## src/rtl/bg_render_pkg.sv

```systemverilog
// Shared constants, colour type and fixed 16-entry palette for the scrolling background renderer.
package bg_render_pkg;

    localparam int BG_SRC_W     = 320;
    localparam int BG_SRC_H     = 240;
    localparam int BG_IDX_BITS  = 4;
    localparam int BG_COL_BITS  = 4;
    localparam int BG_PIPE_LAT  = 3;

    typedef struct packed {
        logic [3:0] r;
        logic [3:0] g;
        logic [3:0] b;
    } bg_rgb12_t;

    function automatic bg_rgb12_t bg_palette12(input logic [3:0] idx);
        bg_rgb12_t c;
        case (idx)
            4'd0:    c = 12'h000;
            4'd1:    c = 12'h00A;
            4'd2:    c = 12'h0A0;
            4'd3:    c = 12'h0AA;
            4'd4:    c = 12'hA00;
            4'd5:    c = 12'hA0A;
            4'd6:    c = 12'hA50;
            4'd7:    c = 12'hAAA;
            4'd8:    c = 12'h555;
            4'd9:    c = 12'h55F;
            4'd10:   c = 12'h5F5;
            4'd11:   c = 12'h5FF;
            4'd12:   c = 12'hF55;
            4'd13:   c = 12'hF5F;
            4'd14:   c = 12'hFF5;
            4'd15:   c = 12'hFFF;
            default: c = 12'h000;
        endcase
        return c;
    endfunction

endpackage

```

## src/rtl/bg_palette_lut.sv

```systemverilog
// Combinational palette index to RGB lookup; the parent registers the result.
module bg_palette_lut
    import bg_render_pkg::*;
#(
    parameter int IDX_BITS = BG_IDX_BITS,
    parameter int COL_BITS = BG_COL_BITS
) (
    input  logic [IDX_BITS-1:0] idx,
    output logic [COL_BITS-1:0] red,
    output logic [COL_BITS-1:0] green,
    output logic [COL_BITS-1:0] blue
);

    logic [31:0] idx_wide_s;
    bg_rgb12_t   col_s;

    // Indices beyond the 16-entry table render white
    always_comb begin
        idx_wide_s = 32'(idx);
        if (idx_wide_s < 32'd16) begin
            col_s = bg_palette12(4'(idx));
        end else begin
            col_s = bg_rgb12_t'(12'hFFF);
        end
        red   = COL_BITS'(col_s.r);
        green = COL_BITS'(col_s.g);
        blue  = COL_BITS'(col_s.b);
    end

endmodule

```

## src/rtl/bg_scroll_renderer.sv

```systemverilog
// Scrolling, downscaled background renderer: coordinate wrap, ROM address, palette stage.
// Optional macro BG_SCROLL_TRANSP_EN adds a transp output and renders index 0 as transparent.
module bg_scroll_renderer
    import bg_render_pkg::*;
#(
    parameter int SRC_W       = BG_SRC_W,
    parameter int SRC_H       = BG_SRC_H,
    parameter int SCALE_SHIFT = 1,
    parameter int IDX_BITS    = BG_IDX_BITS,
    parameter int COL_BITS    = BG_COL_BITS
) (
    input  logic                               vga_clk,
    input  logic                               reset_n,
    input  logic [9:0]                         DrawX,
    input  logic [9:0]                         DrawY,
    input  logic                               blank,
    input  logic [9:0]                         scroll_x,
    input  logic [9:0]                         scroll_y,
    input  logic                               scroll_we,
    output logic [$clog2(SRC_W*SRC_H)-1:0]     rom_addr,
    input  logic [IDX_BITS-1:0]                rom_q,
    output logic [COL_BITS-1:0]                red,
    output logic [COL_BITS-1:0]                green,
    output logic [COL_BITS-1:0]                blue,
    output logic                               scroll_err
`ifdef BG_SCROLL_TRANSP_EN
    ,
    output logic                               transp
`endif
);

    localparam int         ADDR_W   = $clog2(SRC_W*SRC_H);
    localparam logic [10:0] SRC_W_11 = 11'(SRC_W);
    localparam logic [10:0] SRC_H_11 = 11'(SRC_H);
    localparam logic [9:0]  SRC_W_10 = 10'(SRC_W);
    localparam logic [9:0]  SRC_H_10 = 10'(SRC_H);

    logic                frame_start_s;
    logic                take_pend_s;
    logic                wr_ok_s;
    logic                wr_bad_s;
    logic [9:0]          eff_x_s;
    logic [9:0]          eff_y_s;
    logic [10:0]         sum_x_s;
    logic [10:0]         sum_y_s;
    logic [10:0]         sx_s;
    logic [10:0]         sy_s;
    logic [ADDR_W-1:0]   addr_s;
    logic                vis_s;

    logic [9:0]          cur_x_r;
    logic [9:0]          cur_y_r;
    logic [9:0]          pend_x_r;
    logic [9:0]          pend_y_r;
    logic                pend_v_r;
    logic                err_r;
    logic [ADDR_W-1:0]   rom_addr_r;
    logic [1:0]          blank_d_r;
    logic [COL_BITS-1:0] red_r;
    logic [COL_BITS-1:0] green_r;
    logic [COL_BITS-1:0] blue_r;
    logic [COL_BITS-1:0] lut_red_s;
    logic [COL_BITS-1:0] lut_green_s;
    logic [COL_BITS-1:0] lut_blue_s;

    // Scroll write qualification and source coordinate wrap (one compare-subtract per axis)
    always_comb begin
        frame_start_s = (DrawX == 10'd0) && (DrawY == 10'd0);
        take_pend_s   = frame_start_s && pend_v_r;
        wr_ok_s       = scroll_we && (scroll_x < SRC_W_10) && (scroll_y < SRC_H_10);
        wr_bad_s      = scroll_we && !wr_ok_s;
        // The frame-start pixel already uses the newly committed offset
        eff_x_s       = take_pend_s ? pend_x_r : cur_x_r;
        eff_y_s       = take_pend_s ? pend_y_r : cur_y_r;
        sum_x_s       = {1'b0, DrawX >> SCALE_SHIFT} + {1'b0, eff_x_s};
        sum_y_s       = {1'b0, DrawY >> SCALE_SHIFT} + {1'b0, eff_y_s};
        if (sum_x_s >= SRC_W_11) begin
            sx_s = sum_x_s - SRC_W_11;
        end else begin
            sx_s = sum_x_s;
        end
        if (sum_y_s >= SRC_H_11) begin
            sy_s = sum_y_s - SRC_H_11;
        end else begin
            sy_s = sum_y_s;
        end
        addr_s = ADDR_W'(32'(sy_s) * 32'(SRC_W) + 32'(sx_s));
    end

    // Pending/current scroll registers and sticky error flag
    always_ff @(posedge vga_clk or negedge reset_n) begin
        if (!reset_n) begin
            cur_x_r  <= 10'd0;
            cur_y_r  <= 10'd0;
            pend_x_r <= 10'd0;
            pend_y_r <= 10'd0;
            pend_v_r <= 1'b0;
            err_r    <= 1'b0;
        end else begin
            if (take_pend_s) begin
                cur_x_r <= pend_x_r;
                cur_y_r <= pend_y_r;
            end
            // A write on the frame-start cycle is held for the following frame
            if (wr_ok_s) begin
                pend_x_r <= scroll_x;
                pend_y_r <= scroll_y;
                pend_v_r <= 1'b1;
            end else if (frame_start_s) begin
                pend_v_r <= 1'b0;
            end
            if (wr_bad_s) begin
                err_r <= 1'b1;
            end
        end
    end

    bg_palette_lut #(
        .IDX_BITS (IDX_BITS),
        .COL_BITS (COL_BITS)
    ) u_lut (
        .idx   (rom_q),
        .red   (lut_red_s),
        .green (lut_green_s),
        .blue  (lut_blue_s)
    );

    // Pixel visibility at the palette stage
    always_comb begin
`ifdef BG_SCROLL_TRANSP_EN
        vis_s = blank_d_r[1] && (rom_q != {IDX_BITS{1'b0}});
`else
        vis_s = blank_d_r[1];
`endif
    end

    // S1 address, blank delay; S3 palette colour (the third blank stage is the gated RGB register)
    always_ff @(posedge vga_clk or negedge reset_n) begin
        if (!reset_n) begin
            rom_addr_r <= {ADDR_W{1'b0}};
            blank_d_r  <= 2'b00;
            red_r      <= {COL_BITS{1'b0}};
            green_r    <= {COL_BITS{1'b0}};
            blue_r     <= {COL_BITS{1'b0}};
        end else begin
            rom_addr_r <= addr_s;
            blank_d_r  <= {blank_d_r[0], blank};
            if (vis_s) begin
                red_r   <= lut_red_s;
                green_r <= lut_green_s;
                blue_r  <= lut_blue_s;
            end else begin
                red_r   <= {COL_BITS{1'b0}};
                green_r <= {COL_BITS{1'b0}};
                blue_r  <= {COL_BITS{1'b0}};
            end
        end
    end

`ifdef BG_SCROLL_TRANSP_EN
    logic transp_r;

    // Transparent flag aligned with the RGB register
    always_ff @(posedge vga_clk or negedge reset_n) begin
        if (!reset_n) begin
            transp_r <= 1'b0;
        end else begin
            transp_r <= blank_d_r[1] && (rom_q == {IDX_BITS{1'b0}});
        end
    end

    assign transp = transp_r;
`endif

    assign rom_addr   = rom_addr_r;
    assign red        = red_r;
    assign green      = green_r;
    assign blue       = blue_r;
    assign scroll_err = err_r;

endmodule
```

## config.mk

```make
export PLATFORM = sky130hd
export DESIGN_NAME = bg_scroll_renderer
export DESIGN_NICKNAME = d
export VERILOG_FILES = /design/src/rtl/bg_render_pkg.sv /design/src/rtl/bg_palette_lut.sv /design/src/rtl/bg_scroll_renderer.sv
export SDC_FILE = /design/constraint.sdc
export NUM_CORES = 1
export LEC_CHECK = 0
export ABC_AREA = 1
export BUFFER_PORTS_ARGS = -buffer_cell sky130_fd_sc_hd__clkbuf_2
export CAP_MARGIN = 20
export CORE_AREA = 2 2 95 142
export DETAILED_ROUTE_END_ITERATION = 6
export DIE_AREA = 0 0 97 144
export GPL_ROUTABILITY_DRIVEN = 0
export GPL_TIMING_DRIVEN = 0
export PLACE_DENSITY = 0.64
export SLEW_MARGIN = 20
export SYNTH_ARGS = -nofsm -noshare
export SYNTH_HDL_FRONTEND = slang
export SYNTH_SLANG_ARGS = --single-unit
```

## constraint.sdc

```tcl
create_clock -name vga_clk -period 6.75 [get_ports vga_clk]
set_clock_uncertainty 0.1 [all_clocks]
set_input_delay 1.0125 -clock vga_clk [delete_from_list [all_inputs] [get_ports vga_clk]]
set_output_delay 1.0125 -clock vga_clk [all_outputs]
set_load 0.1 [all_outputs]
```

==> results of run 1 <==
-- sequential cells by signal (all words and copies together) (netlist names) --
| name | cells |
|---|---|
| rom_addr | 17 |
| cur_x_r | 10 |
| cur_y_r | 10 |
| pend_x_r | 10 |
| pend_y_r | 10 |
| blank_d_r | 2 |
| blue | 2 |
| green | 2 |
| pend_v_r | 1 |
| red | 1 |
| scroll_err | 1 |
-- kinds of logic (layout without fill, tap and decap cells) --
logic type	Yosys count	after routing	synth area share, %
and+or+nand+nor	269	269	26.12
buffers and inverters	81	175	7.582
DFF	66	66	37.77
adders and majority gates	45	45	13.56
AOI/OAI and AO/OA	40	40	5.179
xor gates and xnor gates	27	27	5.408
muxes	17	17	4.378
-- worst reg2reg max path, delay by kind of cell (launching register included) --
family / cells / cell delay [ns]
flip-flops: 1 / 0.40
AO/OA/AOI/OAI: 3 / 0.45
XOR/XNOR: 1 / 0.17
adder cells (fa/ha/maj): 5 / 1.30
buffers and inverters: 7 / 0.76
AND/OR/NAND/NOR: 21 / 2.29
-- how the worst max path moves through the flow --
stage | start | cells after the start | endpoint | slack (ns)
floorplan | DrawY[2] | 40 | rom_addr[16] | 0.83
global placement | DrawX[7] | 41 | rom_addr[16] | -0.33
detailed placement | DrawX[2] | 41 | rom_addr[16] | -0.39
CTS | DrawY[2] | 41 | rom_addr[16] | 0.07
global route | DrawY[2] | 38 | rom_addr[16] | -0.02
finish | DrawY[2] | 38 | rom_addr[16] | 0.47
-- placed cells by master, fill, tap and decap left out, drive strengths merged, types with 13 or more instances in the layout --
| master | Yosys | routed |
|---|---|---|
| nand3 | 36 | 36 |
| nor2 | 38 | 38 |
| xor2 | 15 | 15 |
| ha | 41 | 41 |
| inv | 69 | 68 |
| o21ai | 13 | 13 |
| clkbuf | 2 | 91 |
| mux2 | 17 | 17 |
| a21oi | 17 | 17 |
| dfrtp | 66 | 66 |
| nand2 | 172 | 172 |
-- layout make-up --
type / instances / area [sq um] / share of cell area (%)
multi-input cells: 398 / 2425 / 45.55
flip-flops and latches: 66 / 1652 / 31.02
repair buffers: 80 / 422.9 / 7.944
inverters: 69 / 264.0 / 4.959
clock buffers: 12 / 246.5 / 4.630
well taps: 159 / 198.9 / 3.737
plain buffers: 11 / 75.07 / 1.410
clock inverters: 3 / 40.04 / 0.7521
-- where the power goes --
group / internal (mW) / total [mW] / leakage (nW) / switching (mW)
clock: 0.293 / 0.457 / 0.142 / 0.164
sequential: 0.452 / 0.474 / 0.828 / 0.0220
combinational: 0.113 / 0.473 / 2.01 / 0.360
-- stage by stage --
| stage | std cells | util [%] | TNS (ns) |
|---|---|---|---|
| 2_1_floorplan | 545 | - | 0 |
| 3_3_place_gp | 781 | 38.65 | -0.3379 |
| 3_5_place_dp | 782 | 38.83 | -0.4729 |
| 4_1_cts | 796 | 41.03 | 0 |
| 5_1_grt | 798 | 41.51 | -0.01654 |
| 6_report | 798 | 41.51 | 0 |
-- timing repair --
action	4_1_cts	5_1_grt
buffers inserted	0	2
gates resized for setup	0	18
pin swaps	0	1
setup endpoints to repair	1	3
-- routing by layer --
layer  wire [um]  track usage (%)
met1        3830            15.22
met2        5299            27.92
met3         314            2.948
met4         248            6.894
met5           0                0
==> reports/metrics.yaml, run 1 <==
whs_ns: 0.2511
postSynthCellCount: 545
cts_htree_levels: 3
wl_um: 9693
timing.rr.end: "rom_addr[16]"
grt_pass1_vias: 3796
yosys_warnings: 0
drive_above_1_share_pct: 20.97
clock_path_buffers: 2
yosysSeqAreaShare_pct: 37.77
synth_top_area_share_pct: 37.77
cts_root_buffer: "clkbuf_16"
fill_cells: 1269
design_area_sq_um: 5324
viasPerCell: 4.690
grt_start_max_net_pins: 43
synth_top_area_cell: "dfrtp_1"
reg2reg_depth: 37
r2r_slack_ns: 1.17
grt_pass1_wl_um: 16590
ios: 78
hold_depth: 0
criticalPathCategory: "in2reg"
slew_headroom_pct: 59.66
cpMostUsedCell: "nand2_1"
placementRows: 51
cts_tree: "built"
dieHeight_um: 144
wl_per_cell_um: 12.15
clk_latency_ns: 0.33
ir_drop_mv: 0.1296
port_buffers: 77
yosys-top-cells-area: "dfrtp_1, nand2_1, ha_1, inv_1, mux2_2"
ys_ff_latch: 66
cts_buffers: 9
drcViolationCount: 0
synth_edf_count: 0
core_sq_um: 12830
arrival_ns: 6.41
cts_hold_buf: 0
synth-main-ff-cell: "dfrtp_1"
die_w_um: 97
grt_usage_pct: 14.60
finalNetCount: 728
hold_class: "reg2reg"
cpPeakStageDelay_ns: 0.53
syn_area_sq_um: 4373
dieArea_sq_um: 13970
setup_viol: 0
ant_nets: 0
drt_iter0_drc: 156
vias: 3743
cts_num_sinks: 66
timing.fmax_mhz: 159.3
syn_nets: 638
path_buf_inv: 6
power_density_nw_per_um2: 263.7
cp_top_family: "simple AND/OR/NAND/NOR gates"
maxCapViolCount: 0
synth_area_per_cell_sq_um: 8.024
synthMostInstantiatedCell: "nand2_1"
hold_path_startpoint: "blank_d_r[0]"
period_share_pct: 93.00
hold_end: "blank_d_r[1]"
worst-path-max-fanout: 10
status: "finished clean"
setup_slack_ns: 0.4722
p_leak_nw: 2.982
ys_top_cells_by_count: "nand2_1, inv_1, dfrtp_1"
crit_required_ns: 6.88
synthArstFlopShare_pct: 100.0
fin_crit_ns: 6.278
tightestPinTransition_ns: 0.6051
clkTransAtPathRegs_ns: 0.06
place_hpwl_um: 8010
dr.pass1.iters: 4
synth.distinct_cells: 38
final_max_slew_viol_count: 0
area_delta_synth_final_pct: 21.75
start_util_pct: 34.09
total_power_mw: 1.404
antenna_found_initial: 0
placed_area_sq_um: 4980
diodes: 0
reg2reg_from: "pend_v_r"
pre_cts_ws_ns: -0.3938
end_kind: "flop"
critPathLaunchType: "input pin"
crit_path_top_delay_cell: "fa_1"
grt-ovfl-total: 0
final-hold-violation-count: 0
Power figures use the tool's default switching activity.
==> run 2: changes to the inputs <==
--- a/config.mk
+++ b/config.mk
@@ -5,7 +5,6 @@
 export SDC_FILE = /design/constraint.sdc
 export NUM_CORES = 1
 export LEC_CHECK = 0
-export ABC_AREA = 1
 export BUFFER_PORTS_ARGS = -buffer_cell sky130_fd_sc_hd__clkbuf_2
 export CAP_MARGIN = 20
 export CORE_AREA = 2 2 95 142
==> run 2 against run 1 <==
The run now ends with setup timing left. Utilization grew 4.8 points. Critical path type unchanged. Critical path depth shrank 11. Cell area grew 12%. Maximum frequency shrank 11%. Synthesized cell count shrank 27%. Critical endpoint unchanged. Die area is the same. Worst hold slack lost 0.0039 ns. First-iteration DRC count grew 15%. Flip-flop and latch count is the same.
==> reports/metrics.yaml, run 2 <==
setup_slack_ns: -0.2860  # -0.7583 ns
ir_drop_mv: 0.2859  # +120%
intPower_mw: 0.9622  # +12%
place_hpwl_um: 7703  # -3.8%
grt_pass1_vias: 3659  # -3.6%
critPathLaunchType: "input pin"
dieArea_sq_um: 13970  # unchanged
drt_iter0_drc: 180  # +15%
clkPwrFrac_pct: 34.8  # +2.3 points
rsz0062_at_grt: "yes"
cp_top_family: "compound AO/OA/AOI/OAI gates"
setup_viol: 6  # +6
path_buf_inv: 3  # -3
violations: "setup timing"
seqPwrFrac_pct: 31.0  # -2.7 points
synth_adder_area_share_pct: 13.63  # +0.070 points
synthArstFlopShare_pct: 100.0  # unchanged
syn_area_sq_um: 4350  # -0.52%
slew_headroom_pct: 44.52  # -15 points
synth_top_area_share_pct: 37.96  # +0.20 points
syn_nets: 491  # -23%
drive_above_1_share_pct: 43.48  # +23 points
synth_top_family_by_area: "compound AO/OA/AOI/OAI gates"
fill_cells: 1195  # -5.8%
fin_crit_ns: 7.036  # +0.7583 ns
crit_path_top_delay_cell: "fa_1"
cts_buffers: 9  # unchanged
power_density_nw_per_um2: 257.2  # -2.5%
maxCapViolCount: 0  # unchanged
synth_edf_count: 0  # unchanged
timing.fmax_mhz: 142.1  # -11%
cts_hold_buf: 0  # unchanged
clock_path_buffers: 2  # unchanged
final_common_cell: "clkbuf_2"
worst-path-max-fanout: 5  # -5
area_delta_synth_final_pct: 36.47
synthMostInstantiatedCell: "dfrtp_1"
final_max_slew_viol_count: 0  # unchanged
postSynthCellCount: 398  # -27%
period_share_pct: 104.2  # +11 points
yosys-top-cells-area: "dfrtp_1, ha_1, mux2_2, xnor2_1, inv_1"
yosysSeqAreaShare_pct: 37.96  # +0.20 points
final_cell_mix: "clkbuf_2, dfrtp_1, buf_4"
crit_required_ns: 6.89  # about the same
synth_compound_area_share_pct: 15.36  # +10 points
dr.pass1.iters: 4  # unchanged
antenna_found_initial: 0  # unchanged
finalNetCount: 617  # -15%
ys_top_cells_by_count: "dfrtp_1, ha_1, mux2_2"
synth_top_area_cell: "dfrtp_1"
dieHeight_um: 144  # unchanged
ios: 78  # unchanged
synth-main-ff-cell: "dfrtp_1"
hold_class: "reg2reg"
vias: 3512  # -6.2%
total_power_mw: 1.527  # +8.8%
largest_reg_flops: 17  # unchanged
cts_tree: "built"
synth.distinct_cells: 70  # +84%
synth_xor_area_share_pct: 7.420  # +2.0 points
core_sq_um: 12830  # unchanged
die_w_um: 97  # unchanged
end_kind: "flop"
criticalPathCategory: "in2reg"
wl_um: 10630  # +9.7%
p_sw_mw: 0.5648  # +3.4%
start_util_pct: 33.92  # -0.18 points
diodes: 0  # unchanged
clk_latency_ns: 0.33  # about the same
port_buffers: 77  # unchanged
synthMuxAreaShare_pct: 10.84  # +6.5 points
arrival_ns: 7.18  # +0.77 ns
cts_htree_levels: 3  # unchanged
cts_num_sinks: 66  # unchanged
grt-ovfl-total: 0  # unchanged
fin_util_pct: 46.29  # +4.8 points
fin_cells: 688  # -14%
synth_area_per_cell_sq_um: 10.93  # +36%
grt_start_max_net_pins: 52  # +21%
status: "finished, violations left"
design_area_sq_um: 5937  # +12%
placed_area_sq_um: 5026  # +0.93%
final-hold-violation-count: 0  # unchanged
yosys.area_share.simple_pct: 10.64  # -15 points
grt_usage_pct: 15.33  # +0.73 points
drcViolationCount: 0  # unchanged
ys_ff_latch: 66  # unchanged
tightestPinTransition_ns: 0.8246  # +0.2195 ns
post-place-cells: 635  # -19%
clkTransAtPathRegs_ns: 0.05  # about the same
p_leak_nw: 2.890  # -3.1%
placementRows: 51  # unchanged
grt_pass1_wl_um: 17030  # +2.7%
yosys_warnings: 0  # unchanged
combPwrFrac_pct: 34.2  # +0.5 points
ant_nets: 0  # unchanged
viasPerCell: 5.105  # +8.8%
cts_root_buffer: "clkbuf_16"
wl_per_cell_um: 15.46  # +27%
cpPeakStageDelay_ns: 0.41  # -0.12 ns
p_sw_share_pct: 36.99  # -1.9 points
## run 2: path summary, 6_finish.rpt
check                              from            to  slack, ns  depth (start not counted)
min reg2reg                blank_d_r[0]  blank_d_r[1]       0.25                          0
min                        blank_d_r[0]  blank_d_r[1]       0.25                          0
max in group asynchronous       reset_n   pend_y_r[5]       5.53                          2
min in group asynchronous       reset_n   rom_addr[4]       0.48                          1
max reg2reg                    pend_v_r  rom_addr[16]       0.69                         25
max                            DrawY[2]  rom_addr[16]      -0.29                         27
## run 2: stage by stage
stage	setup TNS (ns)	hold WS (ns)	worst slack, ns
finish	-0.7015	0.2472	-0.2860
global route	-2.764	0.2688	-0.6159
CTS	-0.7512	0.2478	-0.4696
detailed placement	-5.754	0.2347	-1.391
global placement	-4.748	0.2341	-1.266
floorplan	-0.2132	0.2312	-0.2132
## run 2: cell type report
| cell class | count | area, sq um | area share (%) |
|---|---|---|---|
| buffer | 13 | 103.9 | 1.749 |
| clock inverter | 6 | 105.1 | 1.770 |
| multi-input combinational | 293 | 2821 | 47.52 |
| tap | 159 | 198.9 | 3.351 |
| sequential | 66 | 1652 | 27.82 |
| inverter | 26 | 97.59 | 1.644 |
| timing repair buffer | 115 | 729.5 | 12.29 |
| clock buffer | 10 | 229.0 | 3.857 |
## run 2: cell families after synthesis
family / after synthesis
AOI/OAI and AO/OA: 89
and+or+nand+nor: 85
adders and majority gates: 45
DFF: 66
buffers and inverters: 39
muxes: 41
xor gates and xnor gates: 33
## run 2: power groups by stage
stage               clock, mW  sequential [mW]  combinational, mW
CTS                     0.540            0.474              0.505
global placement            0            0.480              0.457
global route            0.563            0.479              0.554
finish                  0.531            0.474              0.522
detailed placement          0            0.479              0.464
floorplan                   0            0.678              0.169
## run 2: timing repair
| action | CTS | global route |
|---|---|---|
| gates resized for setup | 34 | 30 |
| setup buffers | 31 | 13 |
| endpoints found under the setup margin | 7 | 7 |
| pin swaps | 28 | 31 |
| hold endpoints to repair | 0 | 0 |
## run 2: worst register-to-register path, cell delays in order (launching register included)
cell,delay (ns)
dfrtp_1,0.34
inv_1,0.06
nor3_4,0.18
buf_6,0.13
buf_4,0.13
mux2_2,0.34
ha_1,0.21
fa_1,0.41
a21o_1,0.21
a21oi_4,0.20
o21ai_2,0.13
o21ai_2,0.21
xor2_2,0.23
o211ai_4,0.14
a211oi_4,0.33
mux2_4,0.35
ha_1,0.28
ha_1,0.35
nor2b_1,0.16
o31a_1,0.27
mux2_1,0.35
a2111oi_4,0.29
nor4_4,0.08
xnor2_1,0.20
xnor2_1,0.15
xnor2_1,0.14
## run 2: metal layers
layer  track usage, %  part of all wire (%)
met1            17.51                    40
met5                0                     0
met3            3.528                   4.1
met2            27.60                    54
met4            6.375                   2.6
==> run 3: changes to the inputs <==
--- a/config.mk
+++ b/config.mk
@@ -5,14 +5,14 @@
 export SDC_FILE = /design/constraint.sdc
 export NUM_CORES = 1
 export LEC_CHECK = 0
-export BUFFER_PORTS_ARGS = -buffer_cell sky130_fd_sc_hd__clkbuf_2
+export BUFFER_PORTS_ARGS = -buffer_cell sky130_fd_sc_hd__buf_2
 export CAP_MARGIN = 20
-export CORE_AREA = 2 2 95 142
+export CORE_AREA = 2 2 83 125
 export DETAILED_ROUTE_END_ITERATION = 6
-export DIE_AREA = 0 0 97 144
+export DIE_AREA = 0 0 85 127
 export GPL_ROUTABILITY_DRIVEN = 0
 export GPL_TIMING_DRIVEN = 0
-export PLACE_DENSITY = 0.64
+export PLACE_DENSITY = 0.77
 export SLEW_MARGIN = 20
 export SYNTH_ARGS = -nofsm -noshare
 export SYNTH_HDL_FRONTEND = slang
==> run 3 against run 2 <==
The run still ends with setup timing left. Routed wire length grew 20%. Power is essentially flat. Register-to-register slack lost 0.40 ns. Flip-flop and latch count is the same.
==> reports/metrics.yaml, run 3 (synthesis results as in run 2) <==
cts_num_sinks: 66  # unchanged
largest_reg_flops: 17  # unchanged
cpPeakStageDelay_ns: 0.46  # +0.05 ns
ir_drop_mv: 0.1955  # -32%
dr.pass1.iters: 4  # unchanged
port_buffers: 77  # unchanged
hold_depth: 0  # unchanged
design_area_sq_um: 6217  # +4.7%
slew_headroom_pct: 50.26  # +5.7 points
path_buf_inv: 5  # +2
vias: 3854  # +9.7%
wl_per_cell_um: 18.63  # +21%
status: "finished, violations left"
cts_buffers: 9  # unchanged
setup_tns_ns: -1.404  # -0.7027 ns
arrival_ns: 7.49  # +0.31 ns
clock_path_buffers: 2  # unchanged
hold_class: "reg2reg"
grt-ovfl-total: 0  # unchanged
grt_pass1_vias: 3998  # +9.3%
viasPerCell: 5.618  # +10%
grt_usage_pct: 23.17  # +7.8 points
fill_cells: 711  # -41%
setup_slack_ns: -0.5750  # -0.2890 ns
cts_tree: "built"
hold_path_startpoint: "blank_d_r[0]"
criticalPathCategory: "in2reg"
final_cell_mix: "buf_4, buf_2, dfrtp_1"
drt_iter0_drc: 128  # -29%
clk_latency_ns: 0.35  # +0.02 ns
r2r_slack_ns: 0.29  # -0.40 ns
cts_htree_levels: 3  # unchanged
period_share_pct: 108.5  # +4.3 points
timing.rr.end: "rom_addr[16]"
setup_viol: 6  # unchanged
maxCapViolCount: 0  # unchanged
hold_end: "blank_d_r[1]"
ant_nets: 0  # unchanged
wl_um: 12780  # +20%
drive_above_1_share_pct: 47.64  # +4.2 points
fin_util_pct: 64.53  # +18 points
rsz0062_at_grt: "yes"
crit_path_top_delay_cell: "or4b_1"
antenna_found_initial: 0  # unchanged
cts_root_buffer: "clkbuf_16"
placed_area_sq_um: 4971  # -1.1%
end_kind: "flop"
clkTransAtPathRegs_ns: 0.06  # about the same
area_delta_synth_final_pct: 42.91
final_max_slew_viol_count: 0  # unchanged
fin_crit_ns: 7.325  # +0.2890 ns
drcViolationCount: 0  # unchanged
reg2reg_from: "pend_v_r"
tightestPinTransition_ns: 0.7394  # -0.08522 ns
reg2reg_depth: 29  # +16%
timing.fmax_mhz: 136.5  # -3.9%
finalNetCount: 659  # +6.8%
critPathLaunchType: "input pin"
cpMostUsedCell: "xnor2_1"
dieHeight_um: 127  # -12%
violations: "setup timing"
total_power_mw: 1.527  # about the same
final-hold-violation-count: 0  # unchanged
ios: 78  # unchanged
die_w_um: 85  # -12%
crit_required_ns: 6.91  # +0.02 ns
power_density_nw_per_um2: 245.6  # -4.5%
grt_pass1_wl_um: 19290  # +13%
worst-path-max-fanout: 6  # +1
cp_top_family: "simple AND/OR/NAND/NOR gates"
place_hpwl_um: 7565  # -1.8%
start_util_pct: 45.16  # +11 points
core_sq_um: 9634  # -25%
p_leak_nw: 3.063  # +6.0%
dieArea_sq_um: 10800  # -23%
diodes: 0  # unchanged
placementRows: 44  # -14%
pre_cts_ws_ns: -1.359  # +0.03191 ns
grt_start_max_net_pins: 54  # +3.8%
==> run 3: cell types whose count changed in the layout (fill, tap and decap cells not counted), sizes merged <==
| cell | change |
|---|---|
| clkinvlp | +1 |
| clkbuf | -72 |
| buf | +115 |
| clkinv | -2 |
==> run 3: final cells by class <==
type,instances,area [sq um],share of cell area [%]
clock buffers,11,232.7,3.743
well taps,115,143.9,2.314
multi-input cells,293,2818,45.32
inverters,26,97.59,1.570
repair buffers,157,1067,17.17
clock inverters,5,102.6,1.650
plain buffers,13,103.9,1.670
flip-flops and latches,66,1652,26.56
==> run 3: how the worst max path moves through the flow <==
stage,start,to,slack [ns],cells past startpoint
after floorplan,DrawY[5],rom_addr[16],-0.21,33
after global placement,DrawY[5],rom_addr[16],-1.23,34
after detailed placement,DrawY[5],rom_addr[16],-1.36,34
after CTS,DrawY[9],rom_addr[16],-0.45,34
after global routing,DrawX[2],rom_addr[16],-0.95,34
final,DrawX[2],rom_addr[16],-0.58,31
==> run 3: routing by layer <==
layer | track usage [%] | up-vias | wire (um)
met4 | 15.78 | 0 | 981
met2 | 42.23 | 120 | 6856
li1 | - | 1772 | -
met3 | 5.168 | 60 | 488
met1 | 22.81 | 1902 | 4451
met5 | 0 | - | 0
==> run 3: report_power, final <==
part / total (mW) / leakage (nW) / internal (mW) / switching (mW)
registers: 0.474 / 0.833 / 0.450 / 0.0242
clock network: 0.542 / 0.160 / 0.360 / 0.181
logic: 0.511 / 2.07 / 0.145 / 0.365
==> run 3: timing repair <==
action / CTS / global route
gates resized for setup: 21 / 44
buffers inserted: 58 / 24
hold buffers: 0 / 0
pin swaps: 18 / 37
hold endpoints to repair: 0 / 0
setup endpoints to repair: 7 / 9
==> run 3: through the flow <==
step | hold slack [ns] | std cells
3_3_place_gp | 0.2333 | 590
3_5_place_dp | 0.2700 | 591
4_1_cts | 0.2867 | 665
2_1_floorplan | 0.2312 | 398
6_report | 0.2841 | 686
5_1_grt | 0.2956 | 686
